===== src/rtl/countdown_timer.sv =====
// Microwave-style MM:SS countdown timer with keypad load, start/stop/pause and done pulse.
// Optional door interlock is enabled by defining TIMER_DOOR_INTERLOCK_EN.
module countdown_timer (
   input  logic       clk,
   input  logic       clear,
   input  logic [3:0] D,
   input  logic       loadn,
   input  logic       pgt_1Hz,
   input  logic       start,
   input  logic       stop,
   input  logic       door_closed,
   output logic [3:0] mins,
   output logic [3:0] sec_tens,
   output logic [3:0] sec_ones,
   output logic       mag_on,
   output logic       done,
   output logic       zero,
   output logic [1:0] state_dbg
);

   typedef enum logic [1:0] {
      IDLE  = 2'd0,
      RUN   = 2'd1,
      PAUSE = 2'd2,
      DONE  = 2'd3
   } state_t;

   state_t     state_q, state_d;
   logic [3:0] mins_q, mins_d;
   logic [3:0] tens_q, tens_d;
   logic [3:0] ones_q, ones_d;
   logic       done_q, done_d;
   logic       loadn_q, tick_q, start_q, stop_q;

   logic       load_ev, tick_ev, start_ev, stop_ev, load_ok;
   logic       door_ok, zero_w;
   logic [3:0] dec_m, dec_t, dec_o;
   logic       dec_zero;

`ifdef TIMER_DOOR_INTERLOCK_EN
   assign door_ok = door_closed;
`else
   logic unused_door;
   assign unused_door = door_closed;
   assign door_ok     = 1'b1;
`endif

   assign load_ev  = loadn_q & ~loadn;
   assign tick_ev  = ~tick_q & pgt_1Hz;
   assign start_ev = ~start_q & start;
   assign stop_ev  = ~stop_q & stop;
   assign load_ok  = load_ev && (D <= 4'd9);
   assign zero_w   = (mins_q == 4'd0) && (tens_q == 4'd0) && (ones_q == 4'd0);

   // One-second borrow chain; tens digits above 5 are counted literally.
   always_comb begin
      dec_m = mins_q;
      dec_t = tens_q;
      dec_o = ones_q;
      if (ones_q != 4'd0) begin
         dec_o = ones_q - 4'd1;
      end else if (tens_q != 4'd0) begin
         dec_o = 4'd9;
         dec_t = tens_q - 4'd1;
      end else begin
         dec_o = 4'd9;
         dec_t = 4'd5;
         dec_m = mins_q - 4'd1;
      end
      dec_zero = (dec_m == 4'd0) && (dec_t == 4'd0) && (dec_o == 4'd0);
   end

   always_comb begin
      state_d = state_q;
      mins_d  = mins_q;
      tens_d  = tens_q;
      ones_d  = ones_q;
      done_d  = 1'b0;
      case (state_q)
         IDLE, PAUSE: begin
            // stop beats start; an accepted start swallows a coincident load
            if (stop_ev) begin
               state_d = IDLE;
               mins_d  = 4'd0;
               tens_d  = 4'd0;
               ones_d  = 4'd0;
            end else if (start_ev && !zero_w && door_ok) begin
               state_d = RUN;
            end else if (load_ok) begin
               mins_d = tens_q;
               tens_d = ones_q;
               ones_d = D;
            end
         end
         RUN: begin
            if (stop_ev || !door_ok) begin
               state_d = PAUSE;
            end else if (tick_ev) begin
               mins_d = dec_m;
               tens_d = dec_t;
               ones_d = dec_o;
               if (dec_zero) begin
                  state_d = DONE;
                  done_d  = 1'b1;
               end
            end
         end
         DONE: begin
            if (stop_ev) begin
               state_d = IDLE;
               mins_d  = 4'd0;
               tens_d  = 4'd0;
               ones_d  = 4'd0;
            end else if (load_ok) begin
               state_d = IDLE;
               mins_d  = tens_q;
               tens_d  = ones_q;
               ones_d  = D;
            end
         end
         default: state_d = IDLE;
      endcase
   end

   always_ff @(posedge clk) begin
      if (clear) begin
         state_q <= IDLE;
         mins_q  <= 4'd0;
         tens_q  <= 4'd0;
         ones_q  <= 4'd0;
         done_q  <= 1'b0;
         loadn_q <= 1'b1;
         tick_q  <= 1'b0;
         start_q <= 1'b0;
         stop_q  <= 1'b0;
      end else begin
         state_q <= state_d;
         mins_q  <= mins_d;
         tens_q  <= tens_d;
         ones_q  <= ones_d;
         done_q  <= done_d;
         loadn_q <= loadn;
         tick_q  <= pgt_1Hz;
         start_q <= start;
         stop_q  <= stop;
      end
   end

   assign mins      = mins_q;
   assign sec_tens  = tens_q;
   assign sec_ones  = ones_q;
   assign mag_on    = (state_q == RUN);
   assign done      = done_q;
   assign zero      = zero_w;
   assign state_dbg = state_q;

endmodule


===== config.mk =====
export PLATFORM = sky130hd
export DESIGN_NAME = countdown_timer
export DESIGN_NICKNAME = d
export VERILOG_FILES = /design/src/rtl/countdown_timer.sv
export SDC_FILE = /design/constraint.sdc
export NUM_CORES = 1
export LEC_CHECK = 0
export BUFFER_PORTS_ARGS = -buffer_cell sky130_fd_sc_hd__buf_2
export CAP_MARGIN = 40
export CELL_PAD_IN_SITES_DETAIL_PLACEMENT = 0
export CELL_PAD_IN_SITES_GLOBAL_PLACEMENT = 1
export CORE_UTILIZATION = 34
export CTS_CLUSTER_SIZE = 28
export DETAILED_ROUTE_END_ITERATION = 7
export PLACE_DENSITY_LB_ADDON = 0.2
export SYNTH_ARGS = -nofsm -noshare
export SYNTH_HDL_FRONTEND = slang
export SYNTH_SLANG_ARGS = --single-unit

===== constraint.sdc =====
create_clock -name clk -period 1.8 [get_ports clk]
set_input_delay 0.27 -clock clk [delete_from_list [all_inputs] [get_ports clk]]
set_output_delay 0.27 -clock clk [all_outputs]
set_load 0.02 [all_outputs]

==> results of run 1 <==
-- worst max-delay path: stages (launching register included) --
cell and delay [ps]:
dfxtp_2 350, or4_4 570, or4_4 440, a32oi_1 220
a211oi_1 100
-- stage by stage --
step / hold slack [ps] / instance area [sq um]
after floorplan: 377 / 1150
after global placement: 467 / 1490
after detailed placement: 473 / 1490
after CTS: 157 / 1520
after global routing: 160 / 1570
final: 175 / 1570
-- where the power goes --
group / internal (mW) / switching [mW] / total, mW / leakage, nW
Clock: 0.0861 / 0.128 / 0.214 / 0.0150
Combinational: 0.366 / 0.415 / 0.781 / 0.508
Sequential: 0.470 / 0.0479 / 0.518 / 0.158
-- routing by layer --
| metal | up-vias | wire (um) | global-route usage [%] |
|---|---|---|---|
| met5 | - | 0 | 0 |
| met4 | 0 | 43 | 8.16 |
| met2 | 38 | 1530 | 31.9 |
| met3 | 4 | 227 | 2.18 |
| li1 | 619 | - | - |
| met1 | 589 | 1530 | 27.7 |
-- cells by family after synthesis --
kind of cell | after synthesis | synth area share, %
adders and majority gates | 2 | 2.23
and+or+nand+nor | 51 | 25.4
xor gates and xnor gates | 1 | 0.782
AOI/OAI and AO/OA | 50 | 30.4
buffers and inverters | 18 | 7.26
DFF | 19 | 34.0
-- state kept, by name, indices dropped and copies added (netlist names) --
signal and count:
loadn_q 1, done 1, state_dbg 2, sec_ones 4, stop_q 1, mins 4
sec_tens 4, tick_q 1, start_q 1
-- cell usage after synthesis (2+ instances only) --
cell,n,share of area [%]
nor2_1,9,3.0
ha_1,2,2.2
a211oi_2,2,2.2
buf_2,5,2.2
a32o_1,2,1.8
nor2b_1,4,2.2
a32oi_1,2,1.6
nor3b_1,2,1.3
or4_1,3,2.0
nand4_1,3,1.7
clkbuf_1,5,1.7
nor4_1,2,1.1
nor3_1,7,3.1
dfxtp_1,19,34
nand2b_1,4,2.2
or2_2,2,1.1
a311oi_1,3,2.3
a22oi_1,2,1.3
nand2_1,8,2.7
a211oi_1,4,2.7
o211ai_1,3,2.0
a21o_1,2,1.3
a31oi_1,3,1.7
inv_1,7,2.3
o21ai_0,7,3.1
a21oi_1,15,6.7
-- how the worst min path moves through the flow --
stage | end | slack (ps) | depth (start not counted)
floorplan | loadn_q$_SDFF_PP1_ | 380 | 1
global placement | loadn_q$_SDFF_PP1_ | 470 | 2
detailed placement | loadn_q$_SDFF_PP1_ | 470 | 2
CTS | loadn_q$_SDFF_PP1_ | 160 | 2
global route | loadn_q$_SDFF_PP1_ | 160 | 2
finish | loadn_q$_SDFF_PP1_ | 170 | 2
-- cell type report --
type,count,area share [%]
Sequential cell,19,24.7
Clock buffer,4,1.68
Timing Repair Buffer,54,22.9
Multi-Input combinational cell,104,45.5
Tap cell,44,3.52
Inverter,7,1.68
-- what timing repair did --
item / 4_1_cts / 5_1_grt
setup buffers: 0 / 1
setup endpoints to repair: 2 / 11
pin swaps: 0 / 5
hold buffers: 0 / 0
resized for setup: 1 / 10
cloned: 0 / 0
==> flow_metrics.tcl, run 1 <==
set metrics [dict create \
    status "finished, final reports clean" \
    reg2reg_to "sec_tens[3]$_SDFFE_PP0P_" \
    postRouteAntennaNets 0 \
    min_period_ps 1790 \
    drive_gt1_share_pct 39.9 \
    die_area_sq_um 3530 \
    finalPower_mw 1.51 \
    clockBufferDepth 2 \
    grt.total_usage_pct 20.1 \
    setup_tns_ps 0 \
    worst_pin_slew_ps 402 \
    ir_worst_vdd_mv 0.343 \
    crit_fanout 6 \
    overflow 0 \
    cp.required_ps 1980 \
    worstPathArrival_ps 1970 \
    syn_to_final_growth_pct 39.8 \
    dp.cells 227 \
    place_ws_ps -21.0 \
    p_leak_nw 0.681 \
    final-hold-violation-count 0 \
    drtIter0Drc 65 \
    slew_violations 0 \
    layout_commonest_cell "buf_4" \
    htreeDepth 1 \
    setup.worst_path.end "sec_tens[3]$_SDFFE_PP0P_" \
    clock_latency_ps 290 \
    rsz0062_at_grt "yes" \
    fin_nets 202 \
    post-route-period-util_pct 99.5 \
    synth_cell_types 40 \
    syn_area_per_cell_sq_um 7.94 \
    timing.final.ws_setup_ps 8.95 \
    grt_pass1_vias 1151 \
    cts_tree "yes" \
    regToRegSetupSlack_ps 9 \
    portBuffers 26 \
    netlist_area_sq_um 1120 \
    setup_viol 0 \
    critPathLaunch "sec_ones[3]$_SDFFE_PP0P_" \
    die_height_um 59.4 \
    critPathCaptureType "flop" \
    finalNonFillerCells 232 \
    final_cell_mix "buf_4, buf_2, dfxtp_1, a21oi_1, nor2_1" \
    vias_per_cell 5.39 \
    hp-class "in -> reg" \
    wire_per_inst_um 14.4 \
    routabilityCongestion 0.901 \
    synth.net_count 154 \
    fp.coreArea_sq_um 3080 \
    fp-row-count 20 \
    drc 0 \
    drtPass1Iterations 4 \
    clkSlewWorstSetupHoldPaths_ps 110 \
    r2r_cells 4 \
    vias 1250 \
    fillCellCount 316 \
    ys_ff_latch 19 \
    grt_max_degree 20 \
    ios 28 \
    power_density_nw_per_um2 967 \
    slew_headroom_pct 73.2 \
    syn_inst 141 \
    clkSinkCount 19 \
    max_cap_violations 0 \
    grt_pass1_wl_um 5290 \
    antenna_cells 0 \
    cp-start-kind "flop" \
    die_w_um 59.4 \
    synth_edf_count 0 \
    initial_core_util_pct 36.4 \
    skew_ps 8.47 \
    hp-start "loadn" \
    synth-seq-area-share_pct 34.0 \
    drt-total-wl_um 3330 \
    antenna_found_initial 0 \
    ctsRootBufferMaster "clkbuf_4" \
    max_clock_freq_mhz 558 \
    yosys_warnings 0 \
    synthArstFlopShare_pct 0 \
    multiInputGateArea_sq_um 712 \
    dp_hpwl_um 2430 \
    synth_ff_type "dfxtp_1" \
    worstSetupPathType "reg -> reg" \
    cts_made_buffers 3 \
    fin_util_pct 50.9 \
    ff_latch_area_sq_um 387 \
    worstReg2RegStart "sec_ones[3]$_SDFFE_PP0P_" \
]
Power figures use the tool's default switching activity.
==> run 2: changes to the inputs <==
==> constraint.sdc (replaced) <==
create_clock -name clk -period 1.8 [get_ports clk]
set_input_delay 0.36 -clock clk [delete_from_list [all_inputs] [get_ports clk]]
set_output_delay 0.36 -clock clk [all_outputs]
set_load 0.02 [all_outputs]
==> flow_metrics.tcl, run 2 (synthesis results as in run 1) <==
set metrics [dict create \
    clkSlewWorstSetupHoldPaths_ps 110 \
    hp-class "in -> reg" \
    fin_util_pct 51.3 \
    grt_pass1_vias 1170 \
    pwr-share-comb_pct 51.7 \
    clkPwrFrac_pct 14.5 \
    timing.final.ws_setup_ps -85.2 \
    portBuffers 26 \
    max_clock_freq_mhz 530 \
    finalPower_mw 1.52 \
    crit_fanout 6 \
    hold_slack_ps 257 \
    skew_ps 4.51 \
    vias 1240 \
    fp-row-count 20 \
    grt_util_met2_pct 30.0 \
    worst_pin_slew_ps 411 \
    rsz0062_at_grt "yes" \
    drtIter0Drc 51 \
    initial_core_util_pct 36.4 \
    setup_tns_ps -162 \
    final_cell_mix "buf_2, buf_4, dfxtp_1, a21oi_1, nor2_1" \
    postRouteAntennaNets 0 \
    grt.total_usage_pct 20.5 \
    min_period_ps 1890 \
    antenna_cells 0 \
    drive_gt1_share_pct 41.9 \
    ios 28 \
    htreeDepth 1 \
    ctsRootBufferMaster "clkbuf_4" \
    routabilityCongestion 0.861 \
    multiInputGateArea_sq_um 748 \
    regToRegSetupSlack_ps -90 \
    met3_usage_pct 2.62 \
    fillCellCount 301 \
    power_density_nw_per_um2 963 \
    cp-start-kind "flop" \
    power.switching_mw 0.612 \
    cts_tree "yes" \
    syn_to_final_growth_pct 41.1 \
    wire_per_inst_um 14.4 \
    p_leak_nw 0.678 \
    clkSinkCount 19 \
    worstPathArrival_ps 2100 \
    ir_worst_vdd_mv 0.337 \
    placed_cell_area_sq_um 1460 \
    ff_latch_area_sq_um 388 \
    drt-total-wl_um 3310 \
    drc 0 \
    fp.coreArea_sq_um 3080 \
    clockBufferDepth 2 \
    met1_usage_pct 29.2 \
    final-hold-violation-count 0 \
    setup_viol 4 \
    cts_made_buffers 3 \
    violations "negative setup slack" \
    slew_headroom_pct 72.6 \
    overflow 0 \
    drtPass1Iterations 4 \
    fin_nets 200 \
    switching_share_pct 40.2 \
    grt_max_degree 20 \
    pwr-share-seq_pct 33.9 \
    die_w_um 59.4 \
    worstSetupPathType "reg -> reg" \
    die_height_um 59.4 \
    critPathCaptureType "flop" \
    post-route-period-util_pct 105 \
    cp.required_ps 2020 \
    status "complete, but fails checks" \
    grt_pass1_wl_um 5320 \
    stdcell_area_sq_um 1580 \
    max_cap_violations 0 \
    clock_latency_ps 300 \
    power.internal_mw 0.910 \
    dp_hpwl_um 2420 \
    slew_violations 0 \
    antenna_found_initial 0 \
    grt-busiest-layer "met2" \
    hold_buffers 0 \
    vias_per_cell 5.39 \
    die_area_sq_um 3530 \
]
==> run 2: cell types whose count changed in the layout (fill, tap and decap cells not counted), sizes merged <==
cell and change:
clkbuf -1, clkinv +1, buf -2
==> run 2: per-layer routing <==
layer | part of all wire, % | vias to the layer above
met5 | 0 | -
met3 | 6.1 | 6
met1 | 46 | 582
li1 | - | 617
met2 | 47 | 35
met4 | 1.1 | 0
==> run 2: power by group through the flow <==
stage / clock (mW) / sequential, mW / combinational (mW)
after floorplan: 0 / 0.585 / 0.384
after global placement: 0 / 0.517 / 0.691
after detailed placement: 0 / 0.518 / 0.701
after CTS: 0.232 / 0.513 / 0.714
after global routing: 0.246 / 0.522 / 0.854
final: 0.220 / 0.515 / 0.786
==> run 2: worst max-delay path, cell delays in order, from the launching register on <==
cell and delay, ps:
dfxtp_4 370, or4_4 590, or4_4 450, a21oi_2 120, a21oi_1 60, a211oi_2 210
==> run 2: final cells by class <==
cell class,instances,share of cell area [%]
multi-input combinational,104,47.3
sequential,19,24.5
timing repair buffer,52,21.2
tap,44,3.48
inverter,7,1.66
clock buffer,3,1.43
clock inverter,1,0.317
==> run 2: path summary, 6_finish.rpt <==
| check | from | endpoint | depth (start not counted) |
|---|---|---|---|
| worst max-delay path | sec_ones[3]$_SDFFE_PP0P_ | sec_tens[2]$_SDFFE_PP0P_ | 5 |
| worst min-delay path | loadn | loadn_q$_SDFF_PP1_ | 2 |
| worst max register to register | sec_ones[3]$_SDFFE_PP0P_ | sec_tens[2]$_SDFFE_PP0P_ | 5 |
| worst min register to register | sec_tens[1]$_SDFFE_PP0P_ | mins[1]$_SDFFE_PP0P_ | 2 |
==> run 2: metrics by stage <==
step	cells	setup WS, ps
global placement	225	10.7
finish	230	-85.2
detailed placement	225	-7.23
floorplan	141	-116
global route	230	-145
CTS	229	-44.6
==> run 2: timing repair <==
action,CTS,global route
setup endpoints to repair,11,14
gates resized for setup,2,17
pin swaps,2,9
buffers inserted,0,1
